<file path="src/rtl/stack_pkg.sv">
// Shared encodings and default stack-region constants for the stack pointer controller.
package stack_pkg;

  localparam int unsigned AW_DEF       = 16;
  localparam logic [15:0] SP_INIT_DEF  = 16'h018F;
  localparam logic [15:0] SP_LIMIT_DEF = 16'h0100;
  localparam int unsigned MAXN_DEF     = 4;

  typedef enum logic [1:0] {
    ST_IDLE = 2'd0,
    ST_PUSH = 2'd1,
    ST_POP  = 2'd2
  } state_t;

endpackage

</file>
<file path="src/rtl/stack_bound_chk.sv">
// Combinational legality check for push/pop bursts, evaluated one bit wider than SP
// so that neither the subtraction nor the addition can wrap.
module stack_bound_chk
  import stack_pkg::*;
#(
  parameter int unsigned   AW       = AW_DEF,
  parameter logic [AW-1:0] SP_INIT  = AW'(SP_INIT_DEF),
  parameter logic [AW-1:0] SP_LIMIT = AW'(SP_LIMIT_DEF),
  parameter int unsigned   MAXN     = MAXN_DEF,
  parameter int unsigned   CW       = $clog2(MAXN + 1)
) (
  input  logic [AW-1:0] sp,
  input  logic [CW-1:0] count,
  output logic          push_ok,
  output logic          pop_ok
);

  localparam int unsigned EW = AW + 1;

  logic [EW-1:0] sp_e;
  logic [EW-1:0] cnt_e;
  logic [EW-1:0] lim_e;
  logic [EW-1:0] init_e;
  logic          cnt_ok;

  assign sp_e   = EW'(sp);
  assign cnt_e  = EW'(count);
  assign lim_e  = EW'(SP_LIMIT);
  assign init_e = EW'(SP_INIT);
  assign cnt_ok = (32'(count) <= MAXN);

  // sp - count >= limit is rewritten as sp >= limit + count to stay wrap-free
  assign push_ok = cnt_ok && (sp_e >= (lim_e + cnt_e));
  assign pop_ok  = cnt_ok && ((sp_e + cnt_e) <= init_e);

endmodule

</file>
<file path="src/rtl/stack_ctrl.sv">
// Stack pointer controller: owns SP, runs multi-word push/pop bursts with one memory
// access per cycle, and guards the stack region with sticky overflow/underflow flags.
module stack_ctrl
  import stack_pkg::*;
#(
  parameter int unsigned   AW       = AW_DEF,
  parameter logic [AW-1:0] SP_INIT  = AW'(SP_INIT_DEF),
  parameter logic [AW-1:0] SP_LIMIT = AW'(SP_LIMIT_DEF),
  parameter int unsigned   MAXN     = MAXN_DEF,
  parameter int unsigned   CW       = $clog2(MAXN + 1)
) (
  input  logic          clk,
  input  logic          reset,
  input  logic          push_req,
  input  logic          pop_req,
  input  logic [CW-1:0] count,
  input  logic          load_sp,
  input  logic [AW-1:0] load_val,
  input  logic          err_clr,
  output logic          ready,
  output logic          busy,
  output logic [AW-1:0] mem_addr,
  output logic          mem_we,
  output logic          mem_re,
  output logic [CW-1:0] word_idx,
  output logic          done,
  output logic          err,
  output logic [AW-1:0] sp_out,
  output logic          full,
  output logic          empty,
  output logic          overflow,
  output logic          underflow
);

  state_t        state;
  logic [CW-1:0] burst_len;
  logic [CW-1:0] next_idx;
  logic          last_word;
  logic          push_ok;
  logic          pop_ok;

  stack_bound_chk #(
    .AW       (AW),
    .SP_INIT  (SP_INIT),
    .SP_LIMIT (SP_LIMIT),
    .MAXN     (MAXN),
    .CW       (CW)
  ) u_bound_chk (
    .sp      (sp_out),
    .count   (count),
    .push_ok (push_ok),
    .pop_ok  (pop_ok)
  );

  assign ready     = (state == ST_IDLE);
  assign busy      = ~ready;
  assign full      = (sp_out == SP_LIMIT);
  assign empty     = (sp_out == SP_INIT);
  assign next_idx  = word_idx + CW'(1);
  assign last_word = (next_idx == burst_len);

  // Each strobe, its address and the matching SP step are registered on the same edge
  always_ff @(posedge clk or negedge reset) begin
    if (!reset) begin
      state     <= ST_IDLE;
      burst_len <= '0;
      sp_out    <= SP_INIT;
      mem_addr  <= '0;
      mem_we    <= 1'b0;
      mem_re    <= 1'b0;
      word_idx  <= '0;
      done      <= 1'b0;
      err       <= 1'b0;
      overflow  <= 1'b0;
      underflow <= 1'b0;
    end else begin
      done <= 1'b0;
      err  <= 1'b0;
      // a flag set later in this block overrides the clear
      if (err_clr) begin
        overflow  <= 1'b0;
        underflow <= 1'b0;
      end
      case (state)
        ST_IDLE: begin
          mem_we   <= 1'b0;
          mem_re   <= 1'b0;
          mem_addr <= '0;
          word_idx <= '0;
          if (load_sp) begin
            sp_out <= load_val;
          end else if (push_req || pop_req) begin
            if (count == '0) begin
              done <= 1'b1;
            end else if (push_req && !push_ok) begin
              done     <= 1'b1;
              err      <= 1'b1;
              overflow <= 1'b1;
            end else if (!push_req && !pop_ok) begin
              done      <= 1'b1;
              err       <= 1'b1;
              underflow <= 1'b1;
            end else if (push_req) begin
              state     <= ST_PUSH;
              burst_len <= count;
              mem_we    <= 1'b1;
              mem_addr  <= sp_out - AW'(1);
              sp_out    <= sp_out - AW'(1);
              done      <= (count == CW'(1));
            end else begin
              state     <= ST_POP;
              burst_len <= count;
              mem_re    <= 1'b1;
              mem_addr  <= sp_out;
              done      <= (count == CW'(1));
            end
          end
        end
        ST_PUSH: begin
          if (last_word) begin
            state    <= ST_IDLE;
            mem_we   <= 1'b0;
            mem_addr <= '0;
            word_idx <= '0;
          end else begin
            mem_addr <= mem_addr - AW'(1);
            sp_out   <= sp_out - AW'(1);
            word_idx <= next_idx;
            done     <= ((next_idx + CW'(1)) == burst_len);
          end
        end
        ST_POP: begin
          // post-increment: SP moves past the word just read
          sp_out <= sp_out + AW'(1);
          if (last_word) begin
            state    <= ST_IDLE;
            mem_re   <= 1'b0;
            mem_addr <= '0;
            word_idx <= '0;
          end else begin
            mem_addr <= mem_addr + AW'(1);
            word_idx <= next_idx;
            done     <= ((next_idx + CW'(1)) == burst_len);
          end
        end
        default: begin
          state  <= ST_IDLE;
          mem_we <= 1'b0;
          mem_re <= 1'b0;
        end
      endcase
    end
  end

endmodule

</file>
<file path="config.mk">
export PLATFORM = sky130hd
export DESIGN_NAME = stack_ctrl
export DESIGN_NICKNAME = d
export VERILOG_FILES = /design/src/rtl/stack_pkg.sv /design/src/rtl/stack_bound_chk.sv /design/src/rtl/stack_ctrl.sv
export SDC_FILE = /design/constraint.sdc
export NUM_CORES = 1
export LEC_CHECK = 0
export ABC_AREA = 1
export CAP_MARGIN = 25
export CORE_ASPECT_RATIO = 0.6
export CORE_MARGIN = 1
export CORE_UTILIZATION = 41
export CTS_BUF_LIST = sky130_fd_sc_hd__clkbuf_4 sky130_fd_sc_hd__clkbuf_8 sky130_fd_sc_hd__clkbuf_16
export DETAILED_ROUTE_END_ITERATION = 10
export PLACE_DENSITY = 0.67
export SLEW_MARGIN = 20
export SYNTH_ARGS = -nofsm -noshare
export SYNTH_HDL_FRONTEND = slang
export SYNTH_SLANG_ARGS = --single-unit
</file>
<file path="constraint.sdc">
create_clock -name clk -period 2.5 [get_ports clk]
set_input_delay 0.5 -clock clk [delete_from_list [all_inputs] [get_ports clk]]
set_output_delay 0.5 -clock clk [all_outputs]
set_load 0.005 [all_outputs]
</file>
==> results of run 1 <==
==> metal layers <==
metal / track usage, % / part of all wire [%]
met1: 45.2 / 47
met2: 41.5 / 38
met3: 7.78 / 13
met4: 5.30 / 0.90
met5: 0 / 0
==> final cells by class <==
cell class | count | area, um^2 | share of cell area [%]
Tap cell | 165 | 206 | 3.05
Clock inverter | 3 | 45.0 | 0.665
Inverter | 85 | 320 | 4.73
Multi-Input combinational cell | 639 | 3620 | 53.4
Timing Repair Buffer | 146 | 1300 | 19.2
Sequential cell | 46 | 1160 | 17.1
Clock buffer | 5 | 125 | 1.85
==> worst register-to-register path: cells and delay by family (launching register included) <==
| family | cells | cell delay [ns] |
|---|---|---|
| adder cells (fa/ha/maj) | 2 | 0.47 |
| buffers and inverters | 2 | 0.10 |
| flip-flops | 1 | 0.56 |
| AND/OR/NAND/NOR | 13 | 1.46 |
==> where the power goes <==
group / internal (W) / switching (W)
clock network: 0.000472 / 0.000317
logic: 0.00233 / 0.00349
registers: 0.00107 / 0.000477
==> kinds of logic (layout without fill, tap and decap cells) <==
group / Yosys count / in the layout / synth area share [%]
buf+inv: 126 / 239 / 11.0
xor+xnor: 38 / 38 / 6.52
compound gates: 122 / 122 / 13.1
flops: 46 / 46 / 22.7
simple gates: 460 / 461 / 42.1
fa+ha+maj: 18 / 18 / 4.56
==> what timing repair did <==
| item | CTS | global route |
|---|---|---|
| resized for setup | 50 | 19 |
| setup endpoints to repair | 43 | 42 |
| gates cloned | 2 | 0 |
| pin swaps | 23 | 19 |
| hold buffers | 0 | 0 |
| setup buffers | 6 | 2 |
| hold endpoints to repair | 0 | 0 |
==> worst paths after layout <==
path,startpoint,end,slack (ns),cells after the start
worst max-delay path,sp_out[0]$_DFFE_PN1P_,sp_out[14]$_DFFE_PN0P_,-0.13,17
worst min-delay path,reset,burst_len[2]$_DFFE_PN0P_,0.12,1
worst max register to register,sp_out[0]$_DFFE_PN1P_,sp_out[14]$_DFFE_PN0P_,-0.13,17
worst min register to register,overflow$_DFF_PN0_,overflow$_DFF_PN0_,0.50,2
max in group asynchronous,reset,sp_out[7]$_DFFE_PN1P_,1.73,2
min in group clk,overflow$_DFF_PN0_,overflow$_DFF_PN0_,0.50,2
==> sequential cells by signal (all words and copies together) (netlist names) <==
| register | cells |
|---|---|
| err | 1 |
| sp_out | 16 |
| word_idx | 3 |
| mem_re | 1 |
| overflow | 1 |
| underflow | 1 |
| done | 1 |
| burst_len | 3 |
| mem_addr | 16 |
| mem_we | 1 |
| state | 2 |
==> cell usage in the layout, fill, tap and decap left out, types with 12 or more instances in the layout <==
| cell | synthesis | layout |
|---|---|---|
| inv_1 | 76 | 72 |
| nand2_1 | 217 | 205 |
| nand3_1 | 84 | 77 |
| o22ai_1 | 16 | 16 |
| nor3_1 | 16 | 15 |
| xor2_1 | 31 | 31 |
| nand3_2 | 11 | 17 |
| dfrtp_1 | 40 | 40 |
| nand4_1 | 20 | 20 |
| nand2_2 | 2 | 13 |
| buf_4 | 5 | 72 |
| nor2_1 | 78 | 73 |
| clkdlybuf4s50_1 | 0 | 63 |
| o21ai_0 | 40 | 34 |
| ha_1 | 17 | 12 |
| a21oi_1 | 44 | 36 |
==> stage by stage <==
stage	utilization (%)	cell area [um^2]	total power (W)	setup TNS (ns)	hold WS [ns]
2_1_floorplan	-	5110	0.00481	0	0.204
3_3_place_gp	52.0	6290	0.00681	-25.61	0.442
3_5_place_dp	52.0	6290	0.00683	-27.97	0.445
4_1_cts	55.6	6730	0.00792	-3.92	0.130
5_1_grt	56.0	6780	0.00874	-6.93	0.141
6_report	56.0	6780	0.00816	-3.45	0.123
==> results.json, run 1 <==
{
  "failed_checks": "negative setup slack",
  "placedCellCount": 1072,
  "status": "complete, but fails checks",
  "syn_nets": 853,
  "clock_latency_ns": 0.30,
  "antenna_found_initial": 0,
  "cpMostUsedCell": "nand2_1",
  "start_util_pct": 42.2,
  "async_reset_ff_share_pct": 100,
  "vias": 6064,
  "synth_area_leader_cell": "dfrtp_1",
  "rsz0062_at_grt": "yes",
  "portBuffers": 69,
  "gp_congestion": 1.01,
  "clkSinkCount": 46,
  "period_share_pct": 105,
  "clockBufferDepth": 2,
  "post_drt_wl_per_cell_um": 17.3,
  "die_x_um": 146,
  "dp_hpwl_um": 14200,
  "cts_buffers": 5,
  "cpPeakStageDelay_ns": 0.56,
  "cp-end-kind": "register",
  "cap_violations": 0,
  "grt_overflow_total": 0,
  "path_max_fanout": 16,
  "grt_pass1_vias": 5611,
  "drive_gt1_share_pct": 19.9,
  "io_pins": 70,
  "synth_most_common_cell": "nand2_1",
  "postSynthAreaPerCell_um2": 6.30,
  "tightestPinTransition_ns": 0.612,
  "routed_wl_um": 18900,
  "crit_family": "simple AND/OR/NAND/NOR gates",
  "synth_flop_cell": "dfrtp_1",
  "max_freq_mhz": 380,
  "finalMaxSlewViolations": 0,
  "synth_cell_types": 46,
  "tritoncts": "yes",
  "path_buf_inv": 2,
  "worstPathRequired_ns": 2.74,
  "syn_inst": 810,
  "htreeDepth": 2,
  "synth-edff-count": 0,
  "ir_drop_mv": 0.622,
  "ys_ff_latch": 46,
  "layout_min_cycle_time_ns": 2.63,
  "fillCellCount": 1194,
  "path_class": "reg2reg",
  "via_per_inst": 5.57,
  "ant_nets": 0,
  "grt_first_pass_wirelength_um": 30000,
  "synth_area_mm2": 0.00510,
  "synth_top_cells_by_count": "217 x nand2_1, 84 x nand3_1, 78 x nor2_1",
  "setup_violations": 37,
  "place_ws_ns": -0.747,
  "hold_violations": 0,
  "antenna_cells": 0,
  "drt-pass1-iter-count": 5,
  "die_h_um": 88.4,
  "p_per_area_mw_per_mm2": 1200,
  "worst_slack_ns": -0.134,
  "leakage_nw": 3.13,
  "die_area_mm2": 0.0129,
  "yosys.area.top_type_share_pct": 19.6,
  "drc": 0,
  "cp-start-kind": "register",
  "core_mm2": 0.0121,
  "track_usage_pct": 29.6,
  "cp_data_arrival_time_ns": 2.87,
  "synth-seq-area-share_pct": 22.7,
  "max_slew_margin_pct": 59.2,
  "clk_pin_slew_ns": 0.07,
  "ys_warn_count": 0,
  "nets": 966,
  "stdcell_count": 1089,
  "finalClockSkew_ns": 0.00659,
  "root_buffer": "clkbuf_16",
  "fp-row-count": 31,
  "syn_to_final_growth_pct": 32.7,
  "drtIter0Drc": 629,
  "holdCritPathClass": "in2async",
  "synth.area.top_cells": "dfrtp_1 20%, nand2_1 16%, nand3_1 8.2%",
  "crit_chain": "ha_4 -> inv_2 -> fa_2 -> nand3b_1 -> nand2_2 -> nand3_2 -> nand2_1 -> nand2_1 -> inv_1 -> nand2_1 -> nor2_2 -> nand3_4 -> nand2_8 -> nand3_4 -> nand2_8 -> nand3_2 -> nand2_1",
  "grt_max_degree": 26,
  "slowest_stage": "dfstp_2"
}
No activity file was read; power rests on OpenSTA's default activity.
==> run 2, diff against run 1 <==
- CORE_UTILIZATION: 41 -> 51
- PLACE_DENSITY: 0.67 -> 0.8
==> run 2 against run 1 <==
Compared with the run above:
- the run still ends with negative setup slack left
- cell area is 1.4% higher
- worst setup slack worse by 0.067 ns
- routed wire length is 1.7% higher
- combinational power is 4.5% higher
- utilization is 17 points higher
- count of clock-buffer cells in the layout stayed put
- cell count is 2.1% lower
- sequential cell count stayed put
==> results.json, run 2 (synthesized netlist as in run 1, its figures left out) <==
{
  "status": "complete, but fails checks",
  "failed_checks": "negative setup slack",
  "track_usage_pct": 37.1,
  "portBuffers": 69,
  "p_total_w": 0.00840,
  "cp-end-kind": "register",
  "cpPeakStageDelay_ns": 0.57,
  "reg2reg_depth": 16,
  "r2r_slack_ns": -0.20,
  "largest_registers": "mem_addr x16, sp_out x16",
  "fin_util_pct": 72.9,
  "routed_wl_um": 19200,
  "crit_family": "simple AND/OR/NAND/NOR gates",
  "gp_congestion": 0.995,
  "max_slew_margin_pct": 58.0,
  "clockBufferDepth": 2,
  "htreeDepth": 2,
  "finalMaxSlewViolations": 0,
  "grt_first_pass_wirelength_um": 30300,
  "core_mm2": 0.00943,
  "fp-row-count": 27,
  "final_area_mm2": 0.00687,
  "drtIter0Drc": 716,
  "cp-start-kind": "register",
  "fin_setup_tns_ns": -5.00,
  "rsz0062_at_grt": "yes",
  "syn_to_final_growth_pct": 34.6,
  "leakage_nw": 3.19,
  "clk_pin_slew_ns": 0.07,
  "ant_nets": 0,
  "via_per_inst": 5.91,
  "path_max_fanout": 8,
  "cpMostUsedCell": "nand3_4",
  "path_buf_inv": 2,
  "ir_drop_mv": 0.619,
  "worstSetupStartpoint": "sp_out[0]$_DFFE_PN1P_",
  "period_share_pct": 108,
  "tritoncts": "yes",
  "drc": 0,
  "layout_min_cycle_time_ns": 2.70,
  "p_per_area_mw_per_mm2": 1220,
  "setup_violations": 40,
  "hold_violations": 0,
  "clkSinkCount": 46,
  "worstPathRequired_ns": 2.74,
  "r2r_start": "sp_out[0]$_DFFE_PN1P_",
  "critPathCapture": "sp_out[0]$_DFFE_PN1P_",
  "path_class": "reg2reg",
  "crit_chain": "ha_4 -> inv_2 -> fa_2 -> nand3b_1 -> nand2_2 -> buf_6 -> nand3_2 -> nand2_1 -> nand3_1 -> nor2_2 -> nand3_4 -> nand2_8 -> nand3_4 -> nand2_8 -> nand3_4 -> nand2_2",
  "start_util_pct": 54.2,
  "vias": 6299,
  "cp_data_arrival_time_ns": 2.94,
  "die_area_mm2": 0.0104,
  "slowest_stage": "dfstp_2",
  "antenna_cells": 0,
  "layout_common_cells": "205 x nand2_1, 79 x buf_4, 75 x nand3_1",
  "io_pins": 70,
  "tightestPinTransition_ns": 0.629,
  "die_x_um": 131,
  "place_ws_ns": -0.821,
  "grt_max_degree": 28,
  "grt_overflow_total": 0,
  "nets": 978,
  "antenna_found_initial": 0,
  "max_freq_mhz": 370,
  "worst_slack_ns": -0.201,
  "drt-pass1-iter-count": 5,
  "holdCritPathClass": "in2async",
  "cp.depth": 16,
  "die_h_um": 79.5,
  "placed_area_mm2": 0.00633,
  "worst_r2r_endpoint": "sp_out[0]$_DFFE_PN1P_",
  "grt_pass1_vias": 5836,
  "cap_violations": 0,
  "dp_hpwl_um": 14300,
  "drive_gt1_share_pct": 21.3,
  "cts_buffers": 5,
  "root_buffer": "clkbuf_16",
  "clock_latency_ns": 0.30,
  "final_common_cell": "nand2_1",
  "finalClockSkew_ns": 0.00776,
  "post_drt_wl_per_cell_um": 18.0
}
==> run 2: cell count changes in the layout (fill, tap and decap cells not counted), moves of 2 or more <==
cell | previous run | this run
dfrtp_1 | 40 | 38
ha_1 | 12 | 14
dfrtp_2 | 0 | 2
inv_1 | 72 | 70
nand3_1 | 77 | 75
buf_6 | 2 | 5
nand3_4 | 2 | 4
buf_4 | 72 | 79
==> run 2: timing repair <==
action,in CTS,in global routing
gates cloned,2,0
hold endpoints to repair,0,0
pin swaps,16,22
buffers inserted,6,3
resized for setup,45,31
endpoints found under the setup margin,43,43
hold buffers,0,0
==> run 2: layer usage <==
layer  track usage [%]  vias to the layer above  wire length [um]  part of all wire (%)
met3              10.6                       47              2730                    14
met1              52.1                     2867              8260                    43
li1                  -                     2919                 -                     -
met2              56.5                      466              7850                    41
met4              7.29                        0               337                   1.8
met5                 0                        -                 0                     0
==> run 2: final cells by class <==
class	instances	area (um^2)
Inverter	85	324
Clock buffer	5	125
Multi-Input combinational cell	640	3650
Clock inverter	3	43.8
Fill cell	751	2550
Sequential cell	46	1160
Timing Repair Buffer	157	1410
Tap cell	130	163
==> run 2: worst min-delay path by stage <==
stage	startpoint	end	cells after the start
4_1_cts	reset	sp_out[4]$_DFFE_PN0P_	1
2_1_floorplan	reset	burst_len[0]$_DFFE_PN0P_	0
3_5_place_dp	underflow$_DFF_PN0_	underflow$_DFF_PN0_	2
6_report	reset	sp_out[4]$_DFFE_PN0P_	1
3_3_place_gp	overflow$_DFF_PN0_	overflow$_DFF_PN0_	2
5_1_grt	reset	sp_out[4]$_DFFE_PN0P_	1
==> run 2: metrics by stage <==
stage	std cells	hold slack, ns
after floorplan	810	0.204
after global placement	1047	0.469
after detailed placement	1047	0.481
after CTS	1063	0.225
after global routing	1066	0.250
final	1066	0.218
==> run 2: worst register-to-register path, stage by stage (launching register included) <==
cell,delay (ns)
dfstp_2,0.57
ha_4,0.14
inv_2,0.04
fa_2,0.33
nand3b_1,0.18
nand2_2,0.14
buf_6,0.11
nand3_2,0.05
nand2_1,0.06
nand3_1,0.08
nor2_2,0.14
nand3_4,0.15
nand2_8,0.12
nand3_4,0.16
nand2_8,0.17
nand3_4,0.12
nand2_2,0.09
==> run 2: where the power goes <==
group          switching [W]  internal, W
Sequential          0.000448      0.00108
Combinational        0.00362      0.00246
Clock               0.000314     0.000474
Total                0.00439      0.00401
